`src/rtl/w0_bridge_pkg.sv`:
```
// Shared types and helpers for the W1-to-W0 coefficient bridge.
package w0_bridge_pkg;

    typedef enum logic [1:0] {
        IDLE  = 2'd0,
        READ  = 2'd1,
        QUANT = 2'd2,
        SEND  = 2'd3
    } state_t;

    // W0 LUT encoding of the four levels when CODE_W = 2
    localparam logic [1:0] CODE_NEG3 = 2'b00;
    localparam logic [1:0] CODE_POS3 = 2'b01;
    localparam logic [1:0] CODE_NEG1 = 2'b10;
    localparam logic [1:0] CODE_POS1 = 2'b11;

    function automatic int map_src_idx(int dst_idx, int idx_offset, int ratio_log2, int n_src);
        int s;
        s = (dst_idx + idx_offset) >> ratio_log2;
        return (s > n_src - 1) ? n_src - 1 : s;
    endfunction

endpackage

```
`src/rtl/w0_coeff_bridge_ef_quantizer.sv`:
```
// Combinational nearest-odd quantiser with level clip, saturating
// error-feedback output and code encoder.
module ef_quantizer
    import w0_bridge_pkg::*;
#(
    parameter int COEFF_W = 24,
    parameter int R_COEFF = 20,
    parameter int SHIFT   = 5,
    parameter int CODE_W  = 2,
    parameter int ERR_W   = COEFF_W + 2
) (
    input  logic signed [COEFF_W-1:0] coeff,
    input  logic signed [ERR_W-1:0]   err_in,
    input  logic                      ns_en,
    output logic [CODE_W-1:0]         code,
    output logic signed [ERR_W-1:0]   err_out
);
    localparam int V_W = ERR_W + 1;
    localparam int D_W = ERR_W + 2;

    logic signed [COEFF_W-1:0] x;
    logic signed [ERR_W-1:0]   err_term;
    logic signed [V_W-1:0]     v;
    logic signed [V_W-1:0]     k;
    logic signed [CODE_W-1:0]  k_c;
    logic signed [D_W-1:0]     lvl_fix;
    logic signed [D_W-1:0]     diff;

    // The chosen level is L = 2k+1 with k = floor(v/2); clipping L to
    // +-(2^CODE_W-1) is exactly clipping k to a CODE_W-bit signed range.
    always_comb begin
        x        = coeff >>> SHIFT;
        err_term = ns_en ? err_in : '0;
        v        = V_W'(x) + V_W'(err_term);
        k        = v >>> (R_COEFF + 1);
        if (&k[V_W-1:CODE_W-1] || ~|k[V_W-1:CODE_W-1])
            k_c = k[CODE_W-1:0];
        else if (k[V_W-1])
            k_c = {1'b1, {(CODE_W-1){1'b0}}};
        else
            k_c = {1'b0, {(CODE_W-1){1'b1}}};
        lvl_fix = ((D_W'(k_c) <<< 1) + D_W'(1)) <<< R_COEFF;
        diff    = D_W'(v) - lvl_fix;
        if (&diff[D_W-1:ERR_W-1] || ~|diff[D_W-1:ERR_W-1])
            err_out = diff[ERR_W-1:0];
        else if (diff[D_W-1])
            err_out = {1'b1, {(ERR_W-1){1'b0}}};
        else
            err_out = {1'b0, {(ERR_W-1){1'b1}}};
    end

    if (CODE_W == 2) begin : g_lut
        always_comb begin
            case (k_c)
                2'b10:   code = CODE_NEG3;
                2'b11:   code = CODE_NEG1;
                2'b00:   code = CODE_POS1;
                default: code = CODE_POS3;
            endcase
        end
    end else begin : g_offset
        // (L + 2^CODE_W - 1)/2 reduces to k + 2^(CODE_W-1)
        assign code = {~k_c[CODE_W-1], k_c[CODE_W-2:0]};
    end

endmodule

```
`src/rtl/w0_coeff_bridge.sv`:
```
// Sweeps adaptive W coefficients, maps destination taps to source taps,
// quantises them and streams codes to the W0 LUT.
//  state | meaning
//  IDLE  | waiting for en && (start || mode_cont)
//  READ  | read strobe for the mapped source tap
//  QUANT | capture coefficient, register code and index
//  SEND  | offer update to W0 until accepted
module w0_coeff_bridge
    import w0_bridge_pkg::*;
#(
    parameter int N_SRC      = 32,
    parameter int N_DST      = 1024,
    parameter int IDX_OFFSET = 17,
    parameter int COEFF_W    = 24,
    parameter int R_COEFF    = 20,
    parameter int SHIFT      = 5,
    parameter int CODE_W     = 2,
    parameter int ERR_W      = COEFF_W + 2
) (
    input  logic                       clock,
    input  logic                       reset,
    input  logic                       en,
    input  logic                       mode_cont,
    input  logic                       start,
    input  logic                       ns_en,
    output logic                       rd_en_out,
    output logic [$clog2(N_SRC)-1:0]   rd_idx_out,
    input  logic [COEFF_W-1:0]         rd_coeff_in,
    output logic                       upd_valid_out,
    input  logic                       upd_ready_in,
    output logic [$clog2(N_DST)-1:0]   upd_idx_out,
    output logic [CODE_W-1:0]          upd_code_out,
    output logic                       busy_out,
    output logic                       sweep_done_out,
    output logic [15:0]                sweep_cnt_out
);
    localparam int SRC_W      = $clog2(N_SRC);
    localparam int DST_W      = $clog2(N_DST);
    localparam int RATIO_LOG2 = $clog2(N_DST / N_SRC);

    state_t                   state, state_nxt;
    logic [DST_W-1:0]         dst_idx;
    logic signed [ERR_W-1:0]  err_q;
    logic signed [ERR_W-1:0]  q_err;
    logic [CODE_W-1:0]        q_code;
    logic                     last_tap;

    ef_quantizer #(
        .COEFF_W (COEFF_W),
        .R_COEFF (R_COEFF),
        .SHIFT   (SHIFT),
        .CODE_W  (CODE_W),
        .ERR_W   (ERR_W)
    ) u_quant (
        .coeff   (rd_coeff_in),
        .err_in  (err_q),
        .ns_en   (ns_en),
        .code    (q_code),
        .err_out (q_err)
    );

    assign last_tap = (dst_idx == DST_W'(N_DST - 1));

    always_comb begin
        state_nxt     = state;
        rd_en_out     = 1'b0;
        rd_idx_out    = '0;
        upd_valid_out = 1'b0;
        busy_out      = (state != IDLE);
        case (state)
            IDLE: if (en && (start || mode_cont)) state_nxt = READ;
            READ: begin
                rd_en_out  = 1'b1;
                rd_idx_out = SRC_W'(map_src_idx(32'(dst_idx), IDX_OFFSET, RATIO_LOG2, N_SRC));
                state_nxt  = QUANT;
            end
            QUANT: state_nxt = SEND;
            SEND: begin
                upd_valid_out = 1'b1;
                if (upd_ready_in) begin
                    if (!en)
                        state_nxt = IDLE;
                    else if (!last_tap || mode_cont)
                        state_nxt = READ;
                    else
                        state_nxt = IDLE;
                end
            end
            default: state_nxt = IDLE;
        endcase
    end

    always_ff @(posedge clock or posedge reset) begin
        if (reset) begin
            state          <= IDLE;
            dst_idx        <= '0;
            err_q          <= '0;
            upd_idx_out    <= '0;
            upd_code_out   <= '0;
            sweep_done_out <= 1'b0;
            sweep_cnt_out  <= '0;
        end else begin
            state          <= state_nxt;
            sweep_done_out <= 1'b0;
            case (state)
                IDLE: if (state_nxt == READ) begin
                    dst_idx <= '0;
                    err_q   <= '0;
                end
                QUANT: begin
                    upd_idx_out  <= dst_idx;
                    upd_code_out <= q_code;
                    if (ns_en) err_q <= q_err;
                end
                SEND: if (upd_ready_in) begin
                    if (!last_tap) begin
                        dst_idx <= dst_idx + DST_W'(1);
                    end else begin
                        dst_idx <= '0;
                        err_q   <= '0;
                        // an abort on the final tap does not count as a sweep
                        if (en) begin
                            sweep_done_out <= 1'b1;
                            sweep_cnt_out  <= sweep_cnt_out + 16'd1;
                        end
                    end
                end
                default: ;
            endcase
        end
    end

endmodule

```
`config.mk`:
```
export PLATFORM = sky130hd
export DESIGN_NAME = w0_coeff_bridge
export DESIGN_NICKNAME = d
export VERILOG_FILES = /design/src/rtl/w0_bridge_pkg.sv /design/src/rtl/w0_coeff_bridge_ef_quantizer.sv /design/src/rtl/w0_coeff_bridge.sv
export SDC_FILE = /design/constraint.sdc
export NUM_CORES = 1
export LEC_CHECK = 0
export CORE_MARGIN = 3
export CORE_UTILIZATION = 50
export CTS_BUF_LIST = sky130_fd_sc_hd__clkbuf_4
export DETAILED_ROUTE_END_ITERATION = 10
export MAX_ROUTING_LAYER = met4
export PLACE_DENSITY_LB_ADDON = 0.05
export SYNTH_ARGS = -nofsm -noshare
export SYNTH_HDL_FRONTEND = slang
export SYNTH_HIERARCHICAL = 1
export SYNTH_SLANG_ARGS = --single-unit
export TNS_END_PERCENT = 100
```
`constraint.sdc`:
```
create_clock -name clock -period 4.3 [get_ports clock]
set_input_delay 0.43 -clock clock [delete_from_list [all_inputs] [get_ports clock]]
set_output_delay 0.43 -clock clock [all_outputs]
set_load 0.005 [all_outputs]
```
== After elaboration in Yosys (flattened, before gate mapping) ==
Cells that the tools add are included.

* Flip-flop bits (word level): 67
* Input port bits: 31
* Output and inout port bits: 37
* Word-level logic and storage cells: 73

* $add $sub $neg: 6
* $lt $le $gt $ge: 1
* Equality and inequality tests: 11
* Multiplexer cells: 28
* Reduce and logical (&&, ||, !) cells: 20

{| class="wikitable"
|+ Operators by type and width
! kind !! number
|-
| two-way mux 26 bit || 7
|-
| case mux 26 bit (3 select lines) || 1
|-
| two-way mux 10 bit || 3
|-
| subtractor 27 x 24 -> 28 bit || 1
|-
| adder 19 x 26 -> 27 bit || 1
|-
| case mux 10 bit (2 select lines) || 1
|-
| adder 16 x 1 -> 16 bit, second input constant || 1
|-
| adder 10 x 5 -> 11 bit, second input constant || 1
|-
| adder 10 x 1 -> 10 bit, second input constant || 1
|-
| equality test 10 bit, second input constant || 1
|-
| two-way mux 5 bit || 2
|-
| AND reduction 5 bit || 2
|-
| equality test 2 bit, second input constant || 4
|-
| two-way mux 1 bit || 8
|-
| two-way mux 2 bit || 4
|-
| inequality test 2 bit, second input constant || 4
|-
| case mux 2 bit (4 select lines) || 1
|-
| > comparator 6 x 5 -> 1 bit, second input constant || 1
|-
| case mux 2 bit (3 select lines) || 1
|-
| AND reduction 3 bit || 2
|-
| OR reduction 5 bit || 1
|-
| adder 3 x 2 -> 4 bit, second input constant || 1
|-
| equality test 2 x 1 -> 1 bit, second input constant || 2
|-
| logical NOT 2 bit || 2
|-
| other kinds (7) || 13
|}

== Logic depth before layout (Yosys ltp) ==
* Depth after elaboration: 14
* Depth in mapped cells: 23
* Depth with buffers taken out: 21

== By module ==
The synthesis kept the hierarchy.

{| class="wikitable"
|+ By module, submodules not included
! module !! instances !! cells an instance !! area each (sq um) !! sequential area each (sq um)
|-
| w0_coeff_bridge || 1 || 311 || 3342.0 || 1676.6
|-
| ef_quantizer || 1 || 341 || 2437.3 || 0.0
|}

== Worst setup path after synthesis ==
Ideal clock, no wire load.

* Path type: input -> register
* Start: input port ns_en
* End: register err_q[20]
* Setup time: 0.079 ns
* Data arrival time: 4.769 ns
* Required time: 4.221 ns
* Path slack: -0.549 ns
* Stages on the path: 22
* Path buffers: 2
* Cell sequence: clkbuf_1 nand2_1 inv_1 ha_1 a211oi_1 o21bai_1 a211oi_2 o21ai_1 a311o_1 xor2_2 a41oi_4 and2b_1 ha_1 or3_1 o211ai_1 nor2_1 o211a_1 a2111oi_4 buf_6 o21bai_2 nand2_1 mux2i_1

* Longest elaborated chain between the ends: 14
* Elaborated cells on any way between the ends: 20
* Those cells by class: add/sub: 3; eq/ne: 1; mux: 7; reduce/logical: 9

{| class="wikitable"
|+ Ends and longest elaborated chain
! element !! line !! source
|-
| from (decl) || w0_coeff_bridge.sv:25 || <nowiki>input logic ns_en,</nowiki>
|-
| two-way mux 26 bit * || w0_coeff_bridge_ef_quantizer.sv:33 || <nowiki>err_term = ns_en ? err_in : '0;</nowiki>
|-
| adder 19 x 26 -> 27 bit * || w0_coeff_bridge_ef_quantizer.sv:34 || <nowiki>v = V_W'(x) + V_W'(err_term);</nowiki>
|-
| OR reduction 5 bit || w0_coeff_bridge_ef_quantizer.sv:36 || <nowiki>if (&k[V_W-1:CODE_W-1] || ~|k[V_W-1:CODE_W-1])</nowiki>
|-
| logical NOT 1 bit || w0_coeff_bridge_ef_quantizer.sv:36 ||
|-
| logical OR 1 bit || w0_coeff_bridge_ef_quantizer.sv:36 ||
|-
| two-way mux 2 bit || w0_coeff_bridge_ef_quantizer.sv:36 ||
|-
| adder 3 x 2 -> 4 bit || w0_coeff_bridge_ef_quantizer.sv:42 || <nowiki>lvl_fix = ((D_W'(k_c) <<< 1) + D_W'(1)) <<< R_COEFF;</nowiki>
|-
| subtractor 27 x 24 -> 28 bit * || w0_coeff_bridge_ef_quantizer.sv:43 || <nowiki>diff = D_W'(v) - lvl_fix;</nowiki>
|-
| OR reduction 3 bit || w0_coeff_bridge_ef_quantizer.sv:44 || <nowiki>if (&diff[D_W-1:ERR_W-1] || ~|diff[D_W-1:ERR_W-1])</nowiki>
|-
| logical NOT 1 bit || w0_coeff_bridge_ef_quantizer.sv:44 ||
|-
| logical OR 1 bit || w0_coeff_bridge_ef_quantizer.sv:44 ||
|-
| two-way mux 26 bit * || w0_coeff_bridge_ef_quantizer.sv:44 ||
|-
| net q_err[20] || w0_coeff_bridge.sv:44 || <nowiki>logic signed [ERR_W-1:0] q_err;</nowiki>
|-
| two-way mux 26 bit * || w0_coeff_bridge.sv:113 || <nowiki>if (ns_en) err_q <= q_err;</nowiki>
|-
| case mux 26 bit (3 select lines) * || w0_coeff_bridge.sv:105 || <nowiki>case (state)</nowiki>
|-
| to (signal assigned) || w0_coeff_bridge.sv:113 ||
|-
| to (decl) || w0_coeff_bridge.sv:43 || <nowiki>logic signed [ERR_W-1:0] err_q;</nowiki>
|}

The timed path passes the listed nets; every way through them passes the cells marked *. The select of a mux whose other input is x is not followed.
A chain may end at the register's enable or synchronous reset.

== Worst setup path after layout ==
* Start: register err_q[0]
* End: register err_q[2]

* Longest elaborated chain between the ends: 14
* Elaborated cells on any way between the ends: 18
* Those cells by class: add/sub: 3; mux: 7; reduce/logical: 8

{| class="wikitable"
|+ Ends and longest elaborated chain
! element !! line
|-
| two-way mux 26 bit * || w0_coeff_bridge_ef_quantizer.sv:33
|-
| adder 19 x 26 -> 27 bit * || w0_coeff_bridge_ef_quantizer.sv:34
|-
| OR reduction 5 bit || w0_coeff_bridge_ef_quantizer.sv:36
|-
| logical NOT 1 bit || w0_coeff_bridge_ef_quantizer.sv:36
|-
| logical OR 1 bit || w0_coeff_bridge_ef_quantizer.sv:36
|-
| two-way mux 2 bit || w0_coeff_bridge_ef_quantizer.sv:36
|-
| adder 3 x 2 -> 4 bit || w0_coeff_bridge_ef_quantizer.sv:42
|-
| subtractor 27 x 24 -> 28 bit * || w0_coeff_bridge_ef_quantizer.sv:43
|-
| OR reduction 3 bit || w0_coeff_bridge_ef_quantizer.sv:44
|-
| logical NOT 1 bit || w0_coeff_bridge_ef_quantizer.sv:44
|-
| logical OR 1 bit || w0_coeff_bridge_ef_quantizer.sv:44
|-
| two-way mux 26 bit * || w0_coeff_bridge_ef_quantizer.sv:44
|-
| net q_err[2] || w0_coeff_bridge.sv:44
|-
| two-way mux 26 bit * || w0_coeff_bridge.sv:113
|-
| case mux 26 bit (3 select lines) * || w0_coeff_bridge.sv:105
|}

Marked as above.

==> flow_summary.toml <==
[flow_run]
maxCapViolations = 0

[pwr]
p_switching_w = 0.001984
power.share.switching_pct = 42.55
powerDensity_nw_per_um2 = 606.9
p_seq_share_pct = 19.3
power.leakage_nw = 3.566
ir_worst_vdd_v = 0.0002990
p_clk_share_pct = 7.6
comb_power_share_pct = 73.2
p_int_w = 0.002679
power_w = 0.004663

[grt]
antenna_found_initial = 0
grtUsageTotal_pct = 25.03
grt_pass1_vias = 5348
grt_max_degree = 42
use_met3_pct = 3.660
use_met2_pct = 40.68
met1_usage_pct = 32.83
top_usage_layer = "met2"
grt_pass1_wl_um = 25790
grt_overflow = 0

[cells_and_area]
num_antenna_cells = 0
mostFrequentLayoutCell = "buf_4"
final_area_um2 = 7684
final_util_pct = 69.36
drive_gt1_share_pct = 25.82
syn2layout_area_growth_pct = 32.95
layout_common_cells = "118 x buf_4, 72 x nand2_1, 67 x dfrtp_1"
fin_nets = 886

[synth]
synthTopCellsByArea = "dfrtp_1 29%, ha_1 7.4%, nand2_1 4.7%, mux2i_1 4.7%, xnor2_1 3.8%"
netlist_instances = 652
async_flop_share_pct = 100.0
netlist_area_um2 = 5779
synth_top_cell_by_area = "dfrtp_1"
synth-edff-count = 0
synthFlopType = "dfrtp_1"
synth.top_cell.area_share_pct = 29.01
synth_nets = 718
seq_area_frac_synth_pct = 29.01
synthDistinctLibCells = 84
syn_avg_cell_area_um2 = 8.864
synth_warnings = 6
ys_ff_latch = 67

[setup_path]
critical_path_arrival_ps = 5080
start_kind = "register"
endpoint = "err_q[2]"
cp_max_fo = 12
r2r_end = "err_q[2]"
criticalPathCategory = "register to register"
endpoint_kind = "register"
crit_start = "err_q[0]"
r2r-start = "err_q[0]"
reg2reg_depth = 25
crit_required_ps = 4570
r2r_slack_ps = -510

[route]
avgRoutedWirePerCell_um = 16.08
num_vias = 5426
drtPass1Iterations = 5
drtAntennaViolNets = 0
routed_wl_um = 15520
drc = 0
vias_per_cell = 5.623
drt_iter0_markers = 374

[floorplan]
coreArea_um2 = 11080
start_util_pct = 52.17
dieArea_um2 = 12880
boundaryPins = 68
die_h_um = 113.5
fp-row-count = 38
fp.dieW_um = 113.5

[placement]
place.gp.congestion = 0.9158
io_buffers = 62
dp_hpwl_um = 11510
placed_cell_area_um2 = 7342

[timing]
period_needed_ps = 4809
fin_skew_ps = 10.85
rsz0062_at_grt = "yes"
setup_slack_ps = -509.2
setup_viol = 25
worstMarginPinSlew_ps = 1080
slew_headroom_pct = 27.72
fin_crit_sh_pct = 111.8
hold_viol = 0
max_freq_mhz = 207.9
whs_ps = 481.9
report.final.slew_viol_count = 0

[clock_network]
clockBufferDepth = 2
clkTransAtPathRegs_ps = 120
cts_tree = "yes"
root_buffer = "clkbuf_4"
numCtsBuffers = 9
clkLatencyLatePin_ps = 420
h-tree-depth = 3
holdBufCountCts = 0
cts.sinks = 67

[min_path]
holdPathStages = 1
worstHoldPathType = "register to register"

[run_status]
failed_checks = "setup timing"
status = "complete, but fails checks"
[synthesized netlist by cell type (3+ instances only)]
library cell,n
a31oi_1,9
and3_1,5
o211ai_1,3
a211o_1,3
nor3_1,11
xnor2_1,25
o21bai_1,5
o21a_1,5
o211a_1,3
a21o_1,23
a211oi_1,4
nand3_1,17
xor2_1,12
dfrtp_1,67
buf_2,6
nor4_1,7
nor2_1,22
inv_1,51
nor4_2,3
nand2b_1,8
and4_1,7
clkbuf_1,15
nand2_1,73
nor2b_1,5
buf_4,3
o22ai_1,3
o21ai_1,6
a31o_1,3
o21ai_0,27
a21oi_1,42
ha_1,34
o31ai_1,3
mux2i_1,27
buf_6,5
nand4_1,9
mux2_2,14
and2_1,29
[worst min-delay path by stage]
stage | start | to
4_1_cts | sweep_cnt_out[15] | sweep_cnt_out[15]
5_1_grt | sweep_cnt_out[15] | sweep_cnt_out[15]
3_5_place_dp | sweep_cnt_out[15] | sweep_cnt_out[15]
2_1_floorplan | sweep_cnt_out[15] | sweep_cnt_out[15]
6_report | sweep_cnt_out[15] | sweep_cnt_out[15]
3_3_place_gp | sweep_cnt_out[15] | sweep_cnt_out[15]
[flip-flops by register name, summed over array words and instances, names as in the netlist]
register / count
dst_idx: 10
sweep_cnt_out: 16
err_q: 26
state: 2
upd_code_out: 2
upd_idx_out: 10
sweep_done_out: 1
[kinds of logic after synthesis]
group | synth area share, %
AO/OA/AOI/OAI | 21.78
XOR/XNOR | 6.170
adder cells (fa/ha/maj) | 7.707
buffers and inverters | 7.404
flip-flops | 29.01
multiplexers | 7.404
AND/OR/NAND/NOR | 20.52
[critical path: stages, from the launching register on]
cell,delay [ps]
dfrtp_1,360
and2_4,150
ha_4,130
inv_2,40
fa_2,360
nand2b_4,150
a211o_1,350
a31oi_4,250
o31a_1,240
a21oi_2,90
xnor2_2,200
o41ai_4,360
and2b_1,170
ha_2,180
or3_4,120
o211ai_1,80
buf_4,160
buf_6,120
a311oi_4,310
buf_4,170
nor4_4,30
buf_6,160
buf_12,140
a31o_1,200
nand2_1,60
mux2i_1,70
[per-stage QoR]
step	worst slack [ps]	std cells	TNS [ps]
global route	-736.8	965	-17470
finish	-509.2	965	-11760
global placement	-968.8	935	-23600
detailed placement	-1116	935	-27390
floorplan	-349.9	652	-7362
CTS	-537.6	955	-12450
[routing by layer]
| layer | up-vias | wire length (um) |
|---|---|---|
| li1 | 2684 | - |
| met1 | 2592 | 7186 |
| met2 | 129 | 7556 |
| met3 | 21 | 540 |
| met4 | 0 | 234 |
| met5 | - | 0 |
[power by group through the flow]
stage | Combinational [W] | Sequential [W] | Clock (W)
final | 0.00341 | 0.000899 | 0.000352
after global routing | 0.00371 | 0.000925 | 0.000395
after CTS | 0.00318 | 0.000898 | 0.000364
after detailed placement | 0.00299 | 0.000911 | 0
after global placement | 0.00293 | 0.000903 | 0
after floorplan | 0.00205 | 0.000854 | 0
[layout make-up]
| type | instances | area, um2 |
|---|---|---|
| clock buffer | 10 | 75.07 |
| timing repair buffer | 190 | 1682 |
| inverter | 52 | 195.2 |
| fill | 914 | 3395 |
| sequential | 67 | 1677 |
| tap | 140 | 175.2 |
| multi-input combinational | 500 | 3847 |
| clock inverter | 6 | 32.53 |
[what timing repair did]
action | in CTS | in global routing
gates cloned | 1 | 2
setup endpoints to repair | 25 | 25
setup buffers | 3 | 8
pin swaps | 8 | 9
resized for setup | 8 | 13
Note: power is estimated with default switching activity, not from simulation.
